<file path="config.mk">
export PLATFORM = sky130hd
export DESIGN_NAME = impulse_pulse_gen
export DESIGN_NICKNAME = d
export VERILOG_FILES = /design/src/rtl/impulse_pulse_gen.sv
export SDC_FILE = /design/constraint.sdc
export NUM_CORES = 1
export LEC_CHECK = 0
export ABC_CLOCK_PERIOD_IN_PS = 2250
export BUFFER_PORTS_ARGS = -buffer_cell sky130_fd_sc_hd__buf_4
export CORE_MARGIN = 2
export CORE_UTILIZATION = 53
export CTS_CLUSTER_DIAMETER = 150
export DETAILED_ROUTE_END_ITERATION = 16
export PLACE_DENSITY = 0.77
export RECOVER_POWER = 100
export SLEW_MARGIN = 25
export SYNTH_ARGS = -nofsm -noshare
export SYNTH_HDL_FRONTEND = slang
export SYNTH_SLANG_ARGS = --single-unit
</file>
<file path="constraint.sdc">
create_clock -name clock -period 2.25 [get_ports clock]
set_input_delay 0.1125 -clock clock [delete_from_list [all_inputs] [get_ports clock]]
set_output_delay 0.1125 -clock clock [all_outputs]
set_load 0.02 [all_outputs]
</file>
<file path="src/rtl/impulse_pulse_gen.sv">
// Programmable burst pulse generator driving the impulse counting path.
// Optional continuous mode (pulse_count=0) when IMPULSE_PULSEGEN_CONT_EN is defined.
module impulse_pulse_gen #(
    parameter int CNT_W = 12,
    parameter int TW    = 16
) (
    input  logic             clock,
    input  logic             reset,
    input  logic             start,
    input  logic             abort,
    input  logic [CNT_W-1:0] pulse_count,
    input  logic [TW-1:0]    high_cycles,
    input  logic [TW-1:0]    low_cycles,
    output logic             pulse_out,
    output logic             busy,
    output logic             done,
    output logic [CNT_W-1:0] sent_count
);

    typedef enum logic [3:0] {
        S_IDLE = 4'b0001,
        S_HIGH = 4'b0010,
        S_LOW  = 4'b0100,
        S_DONE = 4'b1000
    } state_t;

    localparam logic [CNT_W-1:0] CNT_MAX = {CNT_W{1'b1}};

    state_t           state;
    state_t           state_nxt;
    logic [CNT_W-1:0] cnt_q;
    logic [TW-1:0]    hi_q;
    logic [TW-1:0]    lo_q;
    logic [TW-1:0]    timer;
    logic [TW-1:0]    hi_in;
    logic [TW-1:0]    lo_in;
    logic             timer_zero;
    logic             last_pulse;
    logic             empty_req;
    logic             accept;

    assign hi_in      = (high_cycles == '0) ? TW'(1) : high_cycles;
    assign lo_in      = (low_cycles == '0) ? TW'(1) : low_cycles;
    assign timer_zero = (timer == '0);
    assign accept     = (state == S_IDLE) && start && !abort;

`ifdef IMPULSE_PULSEGEN_CONT_EN
    // A zero count runs forever, so it never reaches the last pulse.
    assign empty_req  = 1'b0;
    assign last_pulse = (cnt_q != '0) && (sent_count == cnt_q);
`else
    assign empty_req  = (pulse_count == '0);
    assign last_pulse = (sent_count == cnt_q);
`endif

    always_ff @(posedge clock or negedge reset) begin
        if (!reset) begin
            state <= S_IDLE;
        end else begin
            state <= state_nxt;
        end
    end

    always_comb begin
        state_nxt = state;
        unique case (state)
            S_IDLE: begin
                if (start && !abort) begin
                    state_nxt = empty_req ? S_DONE : S_HIGH;
                end
            end
            S_HIGH: begin
                if (abort) begin
                    state_nxt = S_IDLE;
                end else if (timer_zero) begin
                    state_nxt = S_LOW;
                end
            end
            S_LOW: begin
                if (abort) begin
                    state_nxt = S_IDLE;
                end else if (timer_zero) begin
                    state_nxt = last_pulse ? S_DONE : S_HIGH;
                end
            end
            S_DONE:  state_nxt = S_IDLE;
            default: state_nxt = S_IDLE;
        endcase
    end

    always_ff @(posedge clock or negedge reset) begin
        if (!reset) begin
            cnt_q      <= '0;
            hi_q       <= '0;
            lo_q       <= '0;
            timer      <= '0;
            sent_count <= '0;
        end else if (accept) begin
            cnt_q      <= pulse_count;
            hi_q       <= hi_in;
            lo_q       <= lo_in;
            timer      <= hi_in - TW'(1);
            sent_count <= '0;
        end else if (state == S_HIGH && !abort) begin
            if (timer_zero) begin
                timer <= lo_q - TW'(1);
                // Saturation only matters in continuous mode.
                if (sent_count != CNT_MAX) begin
                    sent_count <= sent_count + CNT_W'(1);
                end
            end else begin
                timer <= timer - TW'(1);
            end
        end else if (state == S_LOW && !abort) begin
            if (timer_zero) begin
                timer <= hi_q - TW'(1);
            end else begin
                timer <= timer - TW'(1);
            end
        end
    end

    // Decoded straight from one-hot state flops: no input-to-output path.
    always_comb begin
        pulse_out = 1'b0;
        busy      = 1'b0;
        done      = 1'b0;
        unique case (state)
            S_HIGH: begin
                pulse_out = 1'b1;
                busy      = 1'b1;
            end
            S_LOW:   busy = 1'b1;
            S_DONE:  done = 1'b1;
            default: ;
        endcase
    end

endmodule

</file>
==> summary.md <==
| Metric | Value |
|---|---|
| Outcome | `finished, violations left` |
| Failing checks | `max-capacitance violations, max-slew violations` |
| Root Buffer | `clkbuf_8` |
| Period utilisation layout | `0.988` |
| Syn. warnings | `0` |
| Max Clk Rate | `450 MHz` |
| Bufs on Longest Clock Path | `2` |
| Hold EP | `lo_q[0]$_DFFE_PN0P_` |
| Setup TNS | `0 ps` |
| Post-Syn Instances | `593` |
| GPL Wtd Cong | `1.03` |
| Initial antenna violation count | `0` |
| Nets@finish | `818` |
| Placed Area | `6030 um^2` |
| Final worst slack | `27.6 ps` |
| Die area | `around 10000 um^2` |
| Hold path cells | `3` |
| Register area share after synthesis | `0.395` |
| RSZ-0062 raised after global routing | `yes` |
| Tmin final | `2220 ps` |
| Data arrival, critical path | `~2500 ps` |
| Placement Setup Slack | `-176 ps` |
| Core footprint | `8760 um^2` |
| Power Dens Cells | `719 nW/um^2` |
| Hold Fails Final Rpt | `0` |
| Hold WC Path Type | `in -> reg` |
| CTS Buf Count | `9` |
| Worst vdd ir | `between 0.4 and 0.5 mV` |
| Clock sink total | `76` |
| FILL cells | `609` |
| Largest net degree at the start of global routing | `between 70 and 80` |
| WL/cell | `~18 um` |
| CTS tree | `built` |
| Seq cells post-synth | `76` |
| Sequential cell area | `about 1900 um^2` |
| Ys flop type | `dfrtp_1` |
| EDFF count, synth | `0` |
| Clk_skew | `12.8 ps` |
| Critical path class | `reg -> reg` |
| Post-synthesis average cell area | `8.13 um^2` |
| First-pass GRT wire length | `25,000 um` |
| Max H-tree Level | `3` |
| HPWL Detailed | `10,900 um` |
| Total gr overflow | `0` |
| Lkg Pwr | `between 3 and 4 nW` |
| Fin. max-slew vios | `77` |
| Worst Tran Pin Value | `1720 ps` |
| Share of cells above drive strength 1 | `0.271` |
| Initial Util | `0.550` |
| Io pins | `63` |
| FF-to-FF setup slack | `30 ps` |
| Worst skew pair latency | `between 300 and 400 ps` |
| Port Buffers | `62` |
| DRC violations left | `0` |
| Async SR Flop Fraction | `1.00` |
| Slew HR | `-0.147` |
| Type of element capturing the critical path | `flop` |
| # setup viols final | `0` |
| Startpoint types | `flop` |
| Area occupied by multi-input gates | `approximately 3000 um^2` |
| Worst-path clk slew | `80 ps` |
| Row cnt | `34` |
| Hold wc startpoint | `low_cycles[0]` |
| Die W | `99.4 um` |
| Final Util | `0.767` |
| Cell Area, Synth | `4820 um^2` |
| Final wirelength | `~16,000 um` |
| Fin area | `6720 um^2` |
| Cell variety after synth | `60` |
| Iteration-0 DRC Markers | `510` |
| Vias in the first global route | `5,136` |
| Maxcap violations | `1` |
| Die Ht | `99.4 um` |
| First drt pass iteration count | `5` |
| WHS | `19.9 ps` |
| Post-DRT Antenna Nets | `0` |
| R2r startpoint | `timer[10]$_DFFE_PN0P_` |
| DR vias/cell | `6.03` |
| Vias | `5,291` |
| Critical Path Fanout Max | `3` |
| Gr usage total | `0.322` |
| CP required | `2520 ps` |
| Synth-to-layout area growth | `39.5%` |
| Reg2reg path depth | `6` |
| Synthesized netlist net count | `647` |
| RR Endpoint | `timer[12]$_DFFE_PN0P_` |
[where the power goes]
group | total [mW] | internal (mW) | switching, mW
registers | 1.95 | 1.64 | 0.307
logic | 1.81 | 0.874 | 0.940
clock network | 1.07 | 0.531 | 0.537
total | 4.83 | 3.05 | 1.78
[per-layer routing]
metal,part of all wire,global-route usage
met4,0.037,0.126
met1,0.41,0.438
met2,0.46,0.502
met5,0,0
met3,0.091,0.0724
[cells in the final DEF (no fill, tap or decap), drive strengths merged, types with 3 or more instances in the layout]
master,synthesis,layout
nand3,11,11
a2111oi,3,3
o31ai,4,4
xnor2,19,19
ha,6,6
nor4b,5,5
nor3,20,20
o41ai,3,3
or4b,3,3
o21ai,21,21
nor2,38,38
or3,8,8
dlygate4sd3,0,31
a31oi,6,6
o22ai,11,11
nor4,23,23
inv,13,13
nand4,5,5
a211oi,4,4
or4,12,12
or2,4,4
clkinv,0,3
nand2,160,160
a21oi,22,22
xor2,37,37
buf,8,135
nor2b,7,7
clkbuf,19,31
dfrtp,75,75
nand2b,4,4
o211ai,12,12
[cell families (layout without fill, tap and decap cells)]
logic type | after synthesis | in the layout | synth area share
mux | 3 | 3 | 0.00649
simple gates | 310 | 310 | 0.307
other cells | 0 | 1 | 0
xor+xnor | 56 | 56 | 0.102
buf+inv | 40 | 215 | 0.0322
fa+ha+maj | 6 | 6 | 0.0156
compound gates | 102 | 102 | 0.142
flops | 76 | 76 | 0.395
[worst max-delay path by stage]
stage / start / endpoint
floorplan: high_cycles[4] / timer[14]$_DFFE_PN0P_
global placement: high_cycles[4] / timer[14]$_DFFE_PN0P_
detailed placement: high_cycles[4] / timer[14]$_DFFE_PN0P_
CTS: lo_q[1]$_DFFE_PN0P_ / timer[10]$_DFFE_PN0P_
global route: timer[0]$_DFFE_PN0P_ / sent_count[11]$_DFFE_PN0P_
finish: timer[10]$_DFFE_PN0P_ / timer[12]$_DFFE_PN0P_
[flip-flops by register name (all words and copies together) (netlist names)]
signal	flops
sent_count	12
state	4
timer	16
hi_q	16
lo_q	16
cnt_q	12
[critical path: stages, from the launching register on]
cell	delay [ps]
dfrtp_1	400
or4_4	550
or2_1	240
nor4_1	310
buf_4	200
o211ai_1	140
a31o_2	280
[synthesized netlist by cell type (2+ instances only)]
library cell,n,area share
or4_1,11,0.017
a211oi_1,4,0.0062
xnor2_1,19,0.035
nor4b_1,4,0.0073
nor2_1,38,0.030
dfrtp_1,75,0.39
nand2b_1,4,0.0052
nand3b_1,2,0.0031
o41ai_1,3,0.0055
o22ai_1,11,0.014
nor3_1,19,0.020
nand2_1,160,0.12
or2_2,3,0.0039
and2_1,2,0.0026
or3_1,8,0.010
nor4_1,22,0.029
or4b_2,2,0.0042
a21oi_1,22,0.023
xor2_1,37,0.067
or3b_2,2,0.0036
a21o_1,2,0.0031
a221oi_1,2,0.0036
nand4_1,5,0.0065
and4_1,2,0.0036
o211ai_1,12,0.019
inv_1,12,0.0093
o31ai_1,4,0.0062
nand3_1,11,0.011
ha_1,6,0.016
a22oi_1,2,0.0031
clkbuf_1,19,0.015
o21ai_0,21,0.022
mux2i_1,2,0.0042
a31oi_1,6,0.0078
a2111oi_0,2,0.0036
buf_1,4,0.0031
nor2b_1,7,0.0091
buf_2,4,0.0042
[area by class of cell]
type                       count  area share
inverter                      13     0.00726
multi-input combinational    477       0.449
sequential                    76       0.283
clock inverter                 5     0.00782
clock buffer                  10      0.0205
tap                          108      0.0201
antenna                        1    0.000372
timing repair buffer         187       0.212
[per-stage QoR]
stage               instances  power (mW)
floorplan                 593        2.80
global placement          824        3.45
detailed placement        824        3.53
CTS                       871        4.65
global route              876        5.09
finish                    877        4.83
[what timing repair did]
action / CTS / global route
endpoints found under the setup margin: 12 / 26
pin swaps: 6 / 9
gates resized for setup: 9 / 36
hold endpoints to repair: 105 / 0
gates cloned: 0 / 0
buffers inserted: 1 / 5
hold buffers: 31 / 0
Note: power is estimated with default switching activity, not from simulation.
